## src/rtl/keypad_defs.sv

```systemverilog
// Shared encodings for the keypad scanner: key codes, frame results, FSM states
// and the row/column to key-code map.
package keypad_defs;

  localparam logic [3:0] KEY_NONE  = 4'd0;
  localparam logic [3:0] KEY_ENTER = 4'd10;
  localparam logic [3:0] KEY_ZERO  = 4'd11;
  localparam logic [3:0] KEY_CLEAR = 4'd12;

  localparam logic [1:0] FRAME_NONE   = 2'd0;
  localparam logic [1:0] FRAME_SINGLE = 2'd1;
  localparam logic [1:0] FRAME_MULTI  = 2'd2;

  localparam logic [1:0] ST_IDLE     = 2'd0;
  localparam logic [1:0] ST_DEBOUNCE = 2'd1;
  localparam logic [1:0] ST_PRESSED  = 2'd2;

  function automatic logic [3:0] key_code(input logic [1:0] row, input logic [1:0] col);
    logic [3:0] code;
    if (row == 2'd3) begin
      case (col)
        2'd0:    code = KEY_CLEAR;
        2'd1:    code = KEY_ZERO;
        default: code = KEY_ENTER;
      endcase
    end else begin
      code = ({2'b00, row} * 4'd3) + {2'b00, col} + 4'd1;
    end
    return code;
  endfunction

endpackage

```

## src/rtl/keypad_frame_scan.sv

```systemverilog
// Row scanner: drives one row low per slot, synchronizes the columns and
// classifies each full 4-row frame as no key, a single key or several keys.
module keypad_frame_scan
  import keypad_defs::*;
#(
  parameter int SCAN_DIV = 4
) (
  input  logic       clk,
  input  logic       RESTART,
  output logic [3:0] row_n,
  input  logic [2:0] col_n,
  output logic       frame_done,
  output logic [1:0] frame_kind,
  output logic [3:0] frame_code
);

  localparam int DW = (SCAN_DIV > 1) ? $clog2(SCAN_DIV) : 1;

  logic [DW-1:0] div_r;
  logic [1:0]    row_r;
  logic [3:0]    row_n_r;
  logic [2:0]    sync1_r, sync2_r;
  logic [1:0]    acc_cnt_r;
  logic [3:0]    acc_code_r;
  logic          frame_done_r;
  logic [1:0]    frame_kind_r;
  logic [3:0]    frame_code_r;

  logic [2:0]    hits_s;
  logic [1:0]    row_hits_s;
  logic [2:0]    sum_s;
  logic [1:0]    tot_s;
  logic [1:0]    col_idx_s;
  logic [3:0]    code_s;
  logic [1:0]    kind_s;
  logic          last_s;

  // Fold this row's sample into the running frame tally (count saturates at 2).
  always_comb begin
    hits_s     = ~sync2_r;
    row_hits_s = {1'b0, hits_s[0]} + {1'b0, hits_s[1]} + {1'b0, hits_s[2]};
    sum_s      = {1'b0, acc_cnt_r} + {1'b0, row_hits_s};
    if (sum_s >= 3'd2) begin
      tot_s = 2'd2;
    end else begin
      tot_s = sum_s[1:0];
    end
    if (hits_s[0]) begin
      col_idx_s = 2'd0;
    end else if (hits_s[1]) begin
      col_idx_s = 2'd1;
    end else begin
      col_idx_s = 2'd2;
    end
    if (row_hits_s == 2'd1) begin
      code_s = key_code(row_r, col_idx_s);
    end else begin
      code_s = acc_code_r;
    end
    case (tot_s)
      2'd0:    kind_s = FRAME_NONE;
      2'd1:    kind_s = FRAME_SINGLE;
      default: kind_s = FRAME_MULTI;
    endcase
    last_s = (div_r == DW'(SCAN_DIV - 1));
  end

  // Row timing, column synchronizer and frame result registers.
  always_ff @(posedge clk) begin
    if (RESTART) begin
      div_r        <= {DW{1'b0}};
      row_r        <= 2'd0;
      row_n_r      <= 4'b1110;
      sync1_r      <= 3'b111;
      sync2_r      <= 3'b111;
      acc_cnt_r    <= 2'd0;
      acc_code_r   <= KEY_NONE;
      frame_done_r <= 1'b0;
      frame_kind_r <= FRAME_NONE;
      frame_code_r <= KEY_NONE;
    end else begin
      sync1_r      <= col_n;
      sync2_r      <= sync1_r;
      frame_done_r <= 1'b0;
      if (last_s) begin
        div_r   <= {DW{1'b0}};
        row_r   <= row_r + 2'd1;
        row_n_r <= ~(4'b0001 << (row_r + 2'd1));
        if (row_r == 2'd3) begin
          frame_done_r <= 1'b1;
          frame_kind_r <= kind_s;
          frame_code_r <= code_s;
          acc_cnt_r    <= 2'd0;
          acc_code_r   <= KEY_NONE;
        end else begin
          acc_cnt_r    <= tot_s;
          acc_code_r   <= code_s;
        end
      end else begin
        div_r <= div_r + DW'(1);
      end
    end
  end

  assign row_n      = row_n_r;
  assign frame_done = frame_done_r;
  assign frame_kind = frame_kind_r;
  assign frame_code = frame_code_r;

endmodule

```

## src/rtl/keypad_scanner.sv

```systemverilog
// 4x3 keypad front end: frame scanner plus press/release debounce FSM that
// holds one code per full press and pulses key_strobe on each new press.
module keypad_scanner
  import keypad_defs::*;
#(
  parameter int SCAN_DIV        = 4,
  parameter int DEBOUNCE_FRAMES = 3
) (
  input  logic       clk,
  input  logic       RESTART,
  output logic [3:0] row_n,
  input  logic [2:0] col_n,
  output logic [3:0] decode,
  output logic       key_strobe
);

  localparam int CW = $clog2(DEBOUNCE_FRAMES + 1);

  logic          frame_done_s;
  logic [1:0]    frame_kind_s;
  logic [3:0]    frame_code_s;

  logic [1:0]    state_r, state_s;
  logic [3:0]    cand_r, cand_s;
  logic [CW-1:0] cnt_r, cnt_s;
  logic [CW-1:0] rel_r, rel_s;
  logic [3:0]    decode_r, decode_s;
  logic          strobe_r, strobe_s;

  keypad_frame_scan #(
    .SCAN_DIV (SCAN_DIV)
  ) u_scan (
    .clk        (clk),
    .RESTART    (RESTART),
    .row_n      (row_n),
    .col_n      (col_n),
    .frame_done (frame_done_s),
    .frame_kind (frame_kind_s),
    .frame_code (frame_code_s)
  );

  // Debounce FSM; it only moves on frame boundaries.
  always_comb begin
    state_s  = state_r;
    cand_s   = cand_r;
    cnt_s    = cnt_r;
    rel_s    = rel_r;
    decode_s = decode_r;
    strobe_s = 1'b0;
    if (frame_done_s) begin
      case (state_r)
        ST_IDLE: begin
          if (frame_kind_s == FRAME_SINGLE) begin
            cand_s = frame_code_s;
            if (DEBOUNCE_FRAMES == 1) begin
              state_s  = ST_PRESSED;
              decode_s = frame_code_s;
              strobe_s = 1'b1;
              cnt_s    = {CW{1'b0}};
              rel_s    = {CW{1'b0}};
            end else begin
              state_s = ST_DEBOUNCE;
              cnt_s   = CW'(1);
            end
          end else begin
            state_s = ST_IDLE;
          end
        end
        ST_DEBOUNCE: begin
          if (frame_kind_s == FRAME_SINGLE && frame_code_s == cand_r) begin
            if (cnt_r + CW'(1) == CW'(DEBOUNCE_FRAMES)) begin
              state_s  = ST_PRESSED;
              decode_s = cand_r;
              strobe_s = 1'b1;
              cnt_s    = {CW{1'b0}};
              rel_s    = {CW{1'b0}};
            end else begin
              cnt_s = cnt_r + CW'(1);
            end
          end else begin
            state_s = ST_IDLE;
            cnt_s   = {CW{1'b0}};
          end
        end
        ST_PRESSED: begin
          // Any key activity, even a different key, keeps the current code.
          if (frame_kind_s == FRAME_NONE) begin
            if (rel_r + CW'(1) == CW'(DEBOUNCE_FRAMES)) begin
              state_s  = ST_IDLE;
              decode_s = KEY_NONE;
              rel_s    = {CW{1'b0}};
            end else begin
              rel_s = rel_r + CW'(1);
            end
          end else begin
            rel_s = {CW{1'b0}};
          end
        end
        default: begin
          state_s  = ST_IDLE;
          decode_s = KEY_NONE;
          cnt_s    = {CW{1'b0}};
          rel_s    = {CW{1'b0}};
        end
      endcase
    end else begin
      strobe_s = 1'b0;
    end
  end

  // FSM state and registered outputs.
  always_ff @(posedge clk) begin
    if (RESTART) begin
      state_r  <= ST_IDLE;
      cand_r   <= KEY_NONE;
      cnt_r    <= {CW{1'b0}};
      rel_r    <= {CW{1'b0}};
      decode_r <= KEY_NONE;
      strobe_r <= 1'b0;
    end else begin
      state_r  <= state_s;
      cand_r   <= cand_s;
      cnt_r    <= cnt_s;
      rel_r    <= rel_s;
      decode_r <= decode_s;
      strobe_r <= strobe_s;
    end
  end

  assign decode     = decode_r;
  assign key_strobe = strobe_r;

endmodule

```

## config.mk

```make
export PLATFORM = sky130hd
export DESIGN_NAME = keypad_scanner
export DESIGN_NICKNAME = d
export VERILOG_FILES = /design/src/rtl/keypad_defs.sv /design/src/rtl/keypad_frame_scan.sv /design/src/rtl/keypad_scanner.sv
export SDC_FILE = /design/constraint.sdc
export NUM_CORES = 1
export LEC_CHECK = 0
export BUFFER_PORTS_ARGS = -buffer_cell sky130_fd_sc_hd__buf_2
export CAP_MARGIN = 20
export CORE_ASPECT_RATIO = 1.5
export CORE_MARGIN = 2
export CORE_UTILIZATION = 25
export DETAILED_ROUTE_END_ITERATION = 6
export GPL_TIMING_DRIVEN = 0
export PLACE_DENSITY_LB_ADDON = 0.1
export SLEW_MARGIN = 20
export SYNTH_ARGS = -nofsm -noshare
export SYNTH_HDL_FRONTEND = slang
export SYNTH_HIERARCHICAL = 1
export SYNTH_SLANG_ARGS = --single-unit
```

## constraint.sdc

```tcl
create_clock -name clk -period 6.6 [get_ports clk]
set_input_delay 0.66 -clock clk [delete_from_list [all_inputs] [get_ports clk]]
set_output_delay 0.66 -clock clk [all_outputs]
set_load 0.03 [all_outputs]
```

### After elaboration in Yosys (flattened, before gate mapping)

Cells that the tools add are included.
W data, S select, Z words.

* bits in registers: 42
* input bits: 5
* output and inout bits: 9
* logic and storage cells: 98

* $add $sub $neg: 9
* multiply operators: 1
* $lt $le $gt $ge: 1
* equality and inequality tests: 17
* shifts and indexed selects: 1
* muxes and demuxes: 31
* bitwise logic cells: 8
* reductions and logical operators: 14

Operators by type and width (count)
* $mux W2: 15
* $mux W4: 7
* $pmux W2 S3: 3
* $pmux W4 S3: 1
* $eq A2 B1 Y1 const B: 5
* $eq A2 B2 Y1 const B: 5
* $ne A2 B2 Y1 const B: 5
* $add A2 B1 Y2 const B: 4
* $logic_not A2 Y1: 4
* $reduce_and A4 Y1: 2
* $not A1 Y1: 6
* $pmux W3 S2: 1
* $reduce_and A3 Y1: 2
* $reduce_and A6 Y1: 1
* $add A4 B1 Y4 const B: 1
* $add A4 B2 Y4: 1
* $eq A4 B4 Y1: 1
* $mul A2 B2 Y4 const B: 1
* $not A4 Y4: 1
* $pmux W2 S2: 1
* $reduce_or A2 Y1: 2
* $reduce_or A4 Y1: 1
* $shl A1 B2 Y4 const A: 1
* $add A2 B2 Y3: 1
* other kinds (8): 10

### Longest topological paths before layout

Gate-level depths: netlist of the first run.

* depth in word-level cells: 8
* depth in mapped cells: 8
* mapped depth without buffers: 8

### Cells and area by module

The synthesis of the first run kept the hierarchy.

By module, submodules not included
* keypad_frame_scan: instances 1, cells an instance 124, area an instance 1189.9 um2, seq. area each 540.5 um2
* keypad_scanner: instances 1, cells an instance 104, area an instance 884.6 um2, seq. area each 300.3 um2

### Least setup slack after synthesis of the first run

No wires, ideal clock.

* kind: register -> register
* from: register u_scan.sync2_r[0]
* to: register u_scan.acc_cnt_r[0]
* setup time: 70 ps
* arrival time: 2197 ps
* data required time: 6530 ps
* slack: 4333 ps
* stages on the path, launching flop included: 9
* path buffers: 0
* period minus slack after synthesis: 2267 ps
* path through: dfxtp_1 -> inv_1 -> fa_1 -> ha_1 -> inv_1 -> fa_1 -> nand3_1 -> or3b_1 -> a21oi_1

* cells in the longest elaborated chain, start to end: 7

RTL lines
* start, declared: line keypad_frame_scan.sv:22 `logic [2:0] sync1_r, sync2_r;`
* start signal, assigned: line keypad_frame_scan.sv:83 `sync2_r <= sync1_r;`
* $not A3 Y3 *: line keypad_frame_scan.sv:40 `hits_s = ~sync2_r;`
* $add A1 B1 Y2 *: line keypad_frame_scan.sv:41 `row_hits_s = {1'b0, hits_s[0]} + {1'b0, hits_s[1]} + {1'b0, hits_s[2]};`
* $add A2 B1 Y2 *: line keypad_frame_scan.sv:41
* $add A2 B2 Y3 *: line keypad_frame_scan.sv:42 `sum_s = {1'b0, acc_cnt_r} + {1'b0, row_hits_s};`
* $ge A3 B2 Y1: line keypad_frame_scan.sv:43 `if (sum_s >= 3'd2) begin`
* $mux W2 *: line keypad_frame_scan.sv:43
* $mux W2 *: line keypad_frame_scan.sv:89 `if (row_r == 2'd3) begin`
* end signal, assigned: line keypad_frame_scan.sv:96 `acc_cnt_r <= tot_s;`
* end, declared: line keypad_frame_scan.sv:23 `logic [1:0] acc_cnt_r;`

Mark *: on every way between the ends. The rest lies on a longest branch, timed or not.
A chain may end at the register's enable or synchronous reset.

### Worst setup path after layout of the first run

Ends and elaborated chain as after synthesis.

==> results by group, run 1 <==
Logic synthesis
  – Post-Synth Adder-Cell Area: 8.323%
  – Main synth FF type: dfxtp_1
  – Synth cell count leaders: dfxtp_1 (42), nand2_1 (33), o21ai_0 (20), inv_1 (12), a21oi_1 (10)
  – Yosys warning count: 6
  – Number of flops mapped to enable cells by yosys: 0
  – Multiplexer share of the synthesized area: 1.448%
  – Number of synthesized register bits: 42
  – Area contributors post-synth: dfxtp_1 (41%), nand2_1 (6.0%), ha_1 (5.4%)
  – Synth Area in Simple Gates: around 25%
  – Avg Synthesized Cell Area: 9.099 µm²
  – Synth unique cells: 50
  – Xor/xnor cell area share of the yosys netlist: 2.533%
  – Mapped cell area: 2074 µm²
  – Largest family of logic cells by synthesized area: simple AND/OR/NAND/NOR gates
  – Compound-cell area share of the yosys netlist: between 15 and 20%
  – Mapped Nets: 245
  – Post-synth ARST share: 0%
  – Most common cell in the netlist: dfxtp_1
  – Cell count after synthesis: around 230
  – Biggest area consumer among synthesized cells: dfxtp_1
  – Seq/Total Area, Yosys: 40.53%
  – Top cell type's share of synthesized area: 40.53%

Routing
  – DRC Markers: 0
  – Final antenna-violating net count: 0
  – Via count: ~1700
  – First-pass DRT Iterations: 4
  – Final wirelength: roughly 4800 µm
  – Drt wl/cell: 13.65 µm
  – Via/cell ratio: 4.664
  – Initial DRC count: 57

Worst setup path
  – Cell Chain, Critical Path: inv_1 -> fa_1 -> ha_1 -> inv_1 -> fa_1 -> nand3_1 -> or3b_1 -> a21oi_1
  – Crit end category: flop
  – Critical path data required time: about 7 ns
  – CP peak stage delay: between 0.6 and 0.7 ns
  – CP Launch Type: flop
  – Top delay family on crit path: adder cells
  – Critical path arrival: 2.73 ns
  – Buf/Inv on CP: 2
  – CP Max Fanout: 4
  – Setup CP Type: reg -> reg
  – Slowest-stage cell, CP: fa_1

Global routing
  – Met3 GRT Util: between 2 and 2.5%
  – Largest net degree at the start of global routing: 13
  – Grt ovf: 0
  – First-pass GRT wire length: 7983 µm
  – Initial antenna violation count: 0
  – Total global-route track usage: 11.58%
  – M1 GR Usage: 12.13%
  – M2 GR Usage: 22.24%
  – Vias in the first global route: roughly 1600
  – Grt peak-use layer: met2

CTS
  – Resize count post-CTS: 0
  – Reg clk slew, reported paths: 0.06 ns
  – Clock sinks: 42
  – Clock buffer depth: 2
  – Clk_lat worst skew: 0.28 ns
  – H-tree levels: 2
  – CTS tree: yes
  – Hold buffer count at CTS: 0
  – Root buffer cell: clkbuf_16
  – Setup bufs post-CTS: 0
  – TritonCTS Buffers: 5

Timing
  – Final Hold Fails: 0
  – Rel. slew slack: 63.34%
  – Tmin final: ~2.5 ns
  – Period utilisation layout: 38.22%
  – RSZ-0062 raised after global routing: false
  – Maximum clock rate: slightly below 0.4 GHz
  – Clock Skews: between 0.004 and 0.005 ns
  – Fin. max-slew vios: 0
  – Setup TNS Final: 0 ns
  – Worst Max-Slew Pin Slew: 0.5500 ns
  – Final setup fails: 0

Die
  – Starting Density: 25.75%
  – Die height: ~120 µm
  – Core area: between 8000 and 9000 µm²
  – Die Wd: between 70 and 80 µm
  – # IOs: 14
  – # rows: 40
  – Die area: 9057 µm²

Pwr
  – Pleak: 0.9236 nW
  – IR drop worst, VDD: roughly 0.095 mV
  – Power Total: 549.8 µW
  – PwrDens: approximately 230 nW/µm²

Place
  – Post-Place Cell Area: about 2300 µm²
  – RD Place Congestion: 0.7588
  – Post-DP HPWL: 3632 µm
  – Input/output buffers: 13

Final layout
  – Fin nets: about 270
  – Ant diodes: 0
  – Syn-to-layout area delta: 16.59%
  – Final Cell Area: roughly 2400 µm²
  – Share of layout cells above drive strength 1: 18.07%
  – Fillcell total: 879

Job
  – Max_cap viols: 0

Status
  – Status: finished clean

Min path
  – Worst hold path type: reg -> reg
-- area by class of cell --
class | instances | area (µm²) | share of cell area [%]
clock inverter | 1 | 5.005 | 0.2069
tap | 105 | 131.4 | 5.432
multi-input combinational | 162 | 1107 | 45.78
timing repair buffer | 13 | 65.06 | 2.690
sequential | 42 | 840.8 | 34.76
buffer | 10 | 73.82 | 3.052
inverter | 14 | 52.55 | 2.173
clock buffer | 7 | 142.6 | 5.898
-- power breakdown --
group,internal [mW],switching (mW)
logic,0.0149,0.0234
registers,0.260,0.00412
clock network,0.150,0.0975
-- worst paths after layout --
kind,startpoint,end,slack [ns],cells past startpoint
worst min register to register,u_scan/sync1_r[2],u_scan/sync2_r[2],0.41,1
worst min-delay path,u_scan/sync1_r[2],u_scan/sync2_r[2],0.41,1
worst max register to register,u_scan/sync2_r[0],u_scan/acc_cnt_r[0],4.08,8
worst max-delay path,u_scan/sync2_r[0],u_scan/acc_cnt_r[0],4.08,8
-- metrics by stage --
stage	utilization, %	cells	worst slack [ns]	hold WS [ns]
2_1_floorplan	-	228	4.333	0.3895
3_3_place_gp	28.18	346	4.075	0.3919
3_5_place_dp	28.18	346	4.053	0.3934
4_1_cts	30.02	354	4.041	0.4078
5_1_grt	30.02	354	3.922	0.4167
6_report	30.02	354	4.078	0.4057
-- cells by family after synthesis --
| kind of cell | Yosys count |
|---|---|
| AND/OR/NAND/NOR | 89 |
| buffers and inverters | 24 |
| adder cells (fa/ha/maj) | 12 |
| flip-flops | 42 |
| multiplexers | 3 |
| AO/OA/AOI/OAI | 52 |
| XOR/XNOR | 6 |
-- placed cells by master (no fill, tap or decap), types with 6 or more instances in the layout --
cell and n:
nor2_1 7, a21oi_1 10, o21ai_0 20, inv_1 12, nor3b_1 7, or2_2 6, buf_2 15, nand2_1 33
a31oi_1 6, ha_1 9, dfxtp_1 42
-- worst reg2reg max path, cell delays in order (launching register included) --
cell and delay (ns):
dfxtp_1 0.43, inv_1 0.11, fa_1 0.61, ha_1 0.16, inv_1 0.04, fa_1 0.49, nand3_1 0.10, or3b_1 0.36
a21oi_1 0.14
-- flip-flops by register name, summed over array words and instances, names as in the netlist, 3 cells and up --
register           flops
u_scan/acc_code_r      4
decode                 4
u_scan/sync2_r         3
u_scan/row_n           4
u_scan/sync1_r         3
cand_r                 4
u_scan/frame_code      4
-- per-layer routing --
metal | vias up | wire length [µm] | part of all wire, %
met5 | - | 0 | 0
li1 | 833 | - | -
met4 | 0 | 94 | 1.9
met1 | 785 | 1938 | 40
met3 | 6 | 133 | 2.8
met2 | 27 | 2664 | 55
(Power assumes the default switching activity.)
==> inputs of run 2 (changes only) <==
--- a/config.mk
+++ b/config.mk
@@ -5,6 +5,7 @@
 export SDC_FILE = /design/constraint.sdc
 export NUM_CORES = 1
 export LEC_CHECK = 0
+export ABC_AREA = 1
 export BUFFER_PORTS_ARGS = -buffer_cell sky130_fd_sc_hd__buf_2
 export CAP_MARGIN = 20
 export CORE_ASPECT_RATIO = 1.5
==> constraint.sdc (replaced) <==
create_clock -name clk -period 2.45 [get_ports clk]
set_input_delay 0.245 -clock clk [delete_from_list [all_inputs] [get_ports clk]]
set_output_delay 0.245 -clock clk [all_outputs]
set_load 0.03 [all_outputs]
==> run 2 against run 1 <==
  * Critical path depth rose by 1
  * Core utilization rose by 0.16 points
  * Routed wire length fell by 15%
  * Maximum frequency rose by 17%
  * Sequential cell count did not move
  * Count of clock-buffer cells in the layout fell by 1
  * Largest power group is now clock
==> results by group, run 2 <==
Status
  – Status: finished clean

Logic synthesis
  – Seq/Total Area, Yosys: 41.30% (+0.77 points)
  – Top cell type's share of synthesized area: 41.30% (+0.77 points)
  – Post-synth ARST share: 0% (unchanged)
  – Synth cell count leaders: nand2_1 (74), inv_1 (45), dfxtp_1 (42), nor2_1 (35), a21oi_1 (14)
  – Mapped Nets: 297 (+21%)
  – Main synth FF type: dfxtp_1
  – Cell count after synthesis: 280 (+23%)
  – Avg Synthesized Cell Area: 7.270 µm² (-20%)
  – Number of synthesized register bits: 42 (unchanged)
  – Mapped cell area: 2036 µm² (-1.9%)
  – Area contributors post-synth: dfxtp_1 (41%), nand2_1 (14%), inv_1 (8.3%)
  – Yosys warning count: 6 (unchanged)
  – Number of flops mapped to enable cells by yosys: 0 (unchanged)
  – Most common cell in the netlist: nand2_1
  – Biggest area consumer among synthesized cells: dfxtp_1
  – Synth unique cells: 28 (-44%)

Final layout
  – Fin cells: 405 (+14%)
  – Fillcell total: 869 (-1.1%)
  – Ant diodes: 0 (unchanged)
  – Syn-to-layout area delta: 17.95%
  – Final Cell Area: 2401 µm² (-0.72%)
  – Register area: 840.8 µm² (unchanged)
  – Fin nets: 317 (+20%)
  – Commonest non-fill, non-tap cell in the layout: nand2_1
  – Share of layout cells above drive strength 1: 15.00% (-3.1 points)
  – Multi-input logic area: 988.4 µm² (-11%)
  – Most frequent cells in the layout: nand2_1 (74), inv_1 (45), dfxtp_1 (42)

CTS
  – Reg clk slew, reported paths: 0.06 ns (about the same)
  – Clk_lat worst skew: 0.28 ns (about the same)
  – Root buffer cell: clkbuf_16
  – Clock sinks: 42 (unchanged)
  – Resize count post-CTS: 0 (unchanged)
  – TritonCTS Buffers: 5 (unchanged)
  – Hold buffer count at CTS: 0 (unchanged)
  – H-tree levels: 2 (unchanged)
  – Clock buffer depth: 2 (unchanged)
  – CTS tree: yes
  – Setup bufs post-CTS: 0 (unchanged)

Worst setup path
  – Critical path data required time: 2.67 ns (-4.14 ns)
  – Setup CP Type: reg -> reg
  – CP Launch Type: flop
  – Cell Chain, Critical Path: inv_1 -> fa_1 -> ha_1 -> inv_1 -> fa_1 -> nand2_1 -> inv_1 -> nand2_1 -> o21ai_1
  – Crit path top cell by count: inv_1
  – CP peak stage delay: 0.58 ns (-0.03 ns)
  – Slowest-stage cell, CP: fa_1
  – Critical path arrival: 2.38 ns (-0.35 ns)
  – CP Max Fanout: 4 (unchanged)
  – Crit end category: flop

Pwr
  – Switch share: 21.61% (-1.1 points)
  – PwrDens: 659.5 nW/µm² (+190%)
  – Pleak: 1.117 nW (+21%)
  – Psw: 342.1 µW (+170%)
  – Reg power frac: 44.6% (-3.4 points)
  – Clock power frac: 48.5% (+3.5 points)
  – Power Total: 1.583 mW (+190%)
  – IR drop worst, VDD: 0.2814 mV (+200%)
  – Logic pwr share: 6.9% (about the same)
  – P_int: 1.241 mW (+190%)

Place
  – Post-Place Cell Area: 2232 µm² (-1.7%)
  – Input/output buffers: 13 (unchanged)
  – RD Place Congestion: 0.7569 (-0.25%)
  – Dpl cells: 398 (+15%)
  – Dpl ws: 0.2526 ns (-3.800 ns)
  – Post-DP HPWL: 3270 µm (-10%)

Die
  – Core area: 7958 µm² (-1.2%)
  – Die Wd: 77.68 µm (-0.89%)
  – # IOs: 14 (unchanged)
  – Starting Density: 25.58% (-0.16 points)
  – Die height: 114.5 µm (-0.91%)
  – Die area: 8896 µm² (-1.8%)
  – # rows: 40 (unchanged)

Timing
  – Tmin final: 2.165 ns (-0.3577 ns)
  – Rel. slew slack: 72.32% (+9.0 points)
  – Fin. max-slew vios: 0 (unchanged)
  – PnR worst setup slack: 0.2854 ns (-3.792 ns)
  – Period utilisation layout: 88.35% (+50 points)
  – Setup TNS Final: 0 ns (unchanged)
  – Final Hold Fails: 0 (unchanged)
  – Clock Skews: 0.007886 ns (+0.003435 ns)
  – Maximum clock rate: 0.4620 GHz (+17%)
  – RSZ-0062 raised after global routing: false
  – Worst Max-Slew Pin Slew: 0.4152 ns (-0.1348 ns)
  – Final setup fails: 0 (unchanged)

Global routing
  – Grt ovf: 0 (unchanged)
  – Largest net degree at the start of global routing: 13 (unchanged)
  – Vias in the first global route: 1660 (+2.8%)
  – Initial antenna violation count: 0 (unchanged)
  – First-pass GRT wire length: 7314 µm (-8.4%)
  – Total global-route track usage: 10.37% (-1.2 points)

Routing
  – Via count: 1673 (+1.3%)
  – Final wirelength: 4125 µm (-15%)
  – DRC Markers: 0 (unchanged)
  – Via/cell ratio: 4.131 (-11%)
  – Drt wl/cell: 10.19 µm (-25%)
  – Final antenna-violating net count: 0 (unchanged)
  – First-pass DRT Iterations: 4 (unchanged)
  – Initial DRC count: 30 (-47%)

Min path
  – Worst hold path type: in -> reg

Job
  – Max_cap viols: 0 (unchanged)
==> run 2: changes by cell type after synthesis, sizes merged, moves of 4 or more <==
cell / before / now
nand3: 5 / 14
a32oi: 5 / 0
xnor2: 5 / 1
nor3b: 8 / 0
buf: 7 / 1
nor3: 5 / 1
inv: 14 / 50
nor2: 8 / 39
nand2b: 4 / 0
a31oi: 7 / 0
o21ai: 21 / 11
nand2: 33 / 77
==> run 2: path summary, 6_finish.rpt <==
path	startpoint	to	slack, ns	depth (start not counted)
worst max register to register	u_scan/sync2_r[0]	u_scan/acc_cnt_r[0]	0.29	9
worst max-delay path	u_scan/sync2_r[0]	u_scan/acc_cnt_r[0]	0.29	9
worst min register to register	u_scan/sync1_r[2]	u_scan/sync2_r[2]	0.41	1
worst min-delay path	col_n[0]	u_scan/sync1_r[0]	0.15	2
==> run 2: through the flow <==
step / utilization, % / hold WS (ns)
after global placement: 28.05 / 0.3912
after CTS: 30.17 / 0.1399
after floorplan: - / 0.3488
after detailed placement: 28.05 / 0.3981
after global routing: 30.17 / 0.1367
final: 30.17 / 0.1457
==> run 2: layout make-up <==
class / instances / area share (%)
buffer: 2 / 0.7817
multi-input combinational: 186 / 41.17
tap: 105 / 5.472
timing repair buffer: 13 / 2.710
clock buffer: 6 / 5.784
clock inverter: 1 / 1.251
inverter: 50 / 7.817
sequential: 42 / 35.02
==> run 2: power by group through the flow <==
stage | logic (mW) | registers (mW) | clock network, mW
after floorplan | 0.0790 | 0.725 | 0
after global placement | 0.111 | 0.722 | 0
after detailed placement | 0.111 | 0.722 | 0
after CTS | 0.111 | 0.707 | 0.796
after global routing | 0.125 | 0.708 | 0.822
final | 0.109 | 0.706 | 0.768
==> run 2: per-layer routing <==
layer | vias up | GRT usage (%) | part of all wire [%]
li1 | 894 | - | -
met2 | 20 | 20.46 | 55
met1 | 754 | 10.12 | 41
met3 | 5 | 2.603 | 3.0
met5 | - | 0 | 0
met4 | 0 | 3.929 | 1.6
==> run 2: critical path, delay by kind of cell, from the launching register on <==
kind / cells / cell delay (ns)
buf+inv: 3 / 0.24
compound gates: 1 / 0.13
fa+ha+maj: 3 / 1.20
flops: 1 / 0.38
simple gates: 2 / 0.15
==> run 2: cell families (layout without fill, tap and decap cells) <==
family	Yosys count	in the layout	share of synthesized area [%]
simple gates	144	144	30.98
flops	42	42	41.30
fa+ha+maj	12	12	8.482
xor+xnor	2	2	0.8606
compound gates	28	28	8.236
buf+inv	52	72	10.14
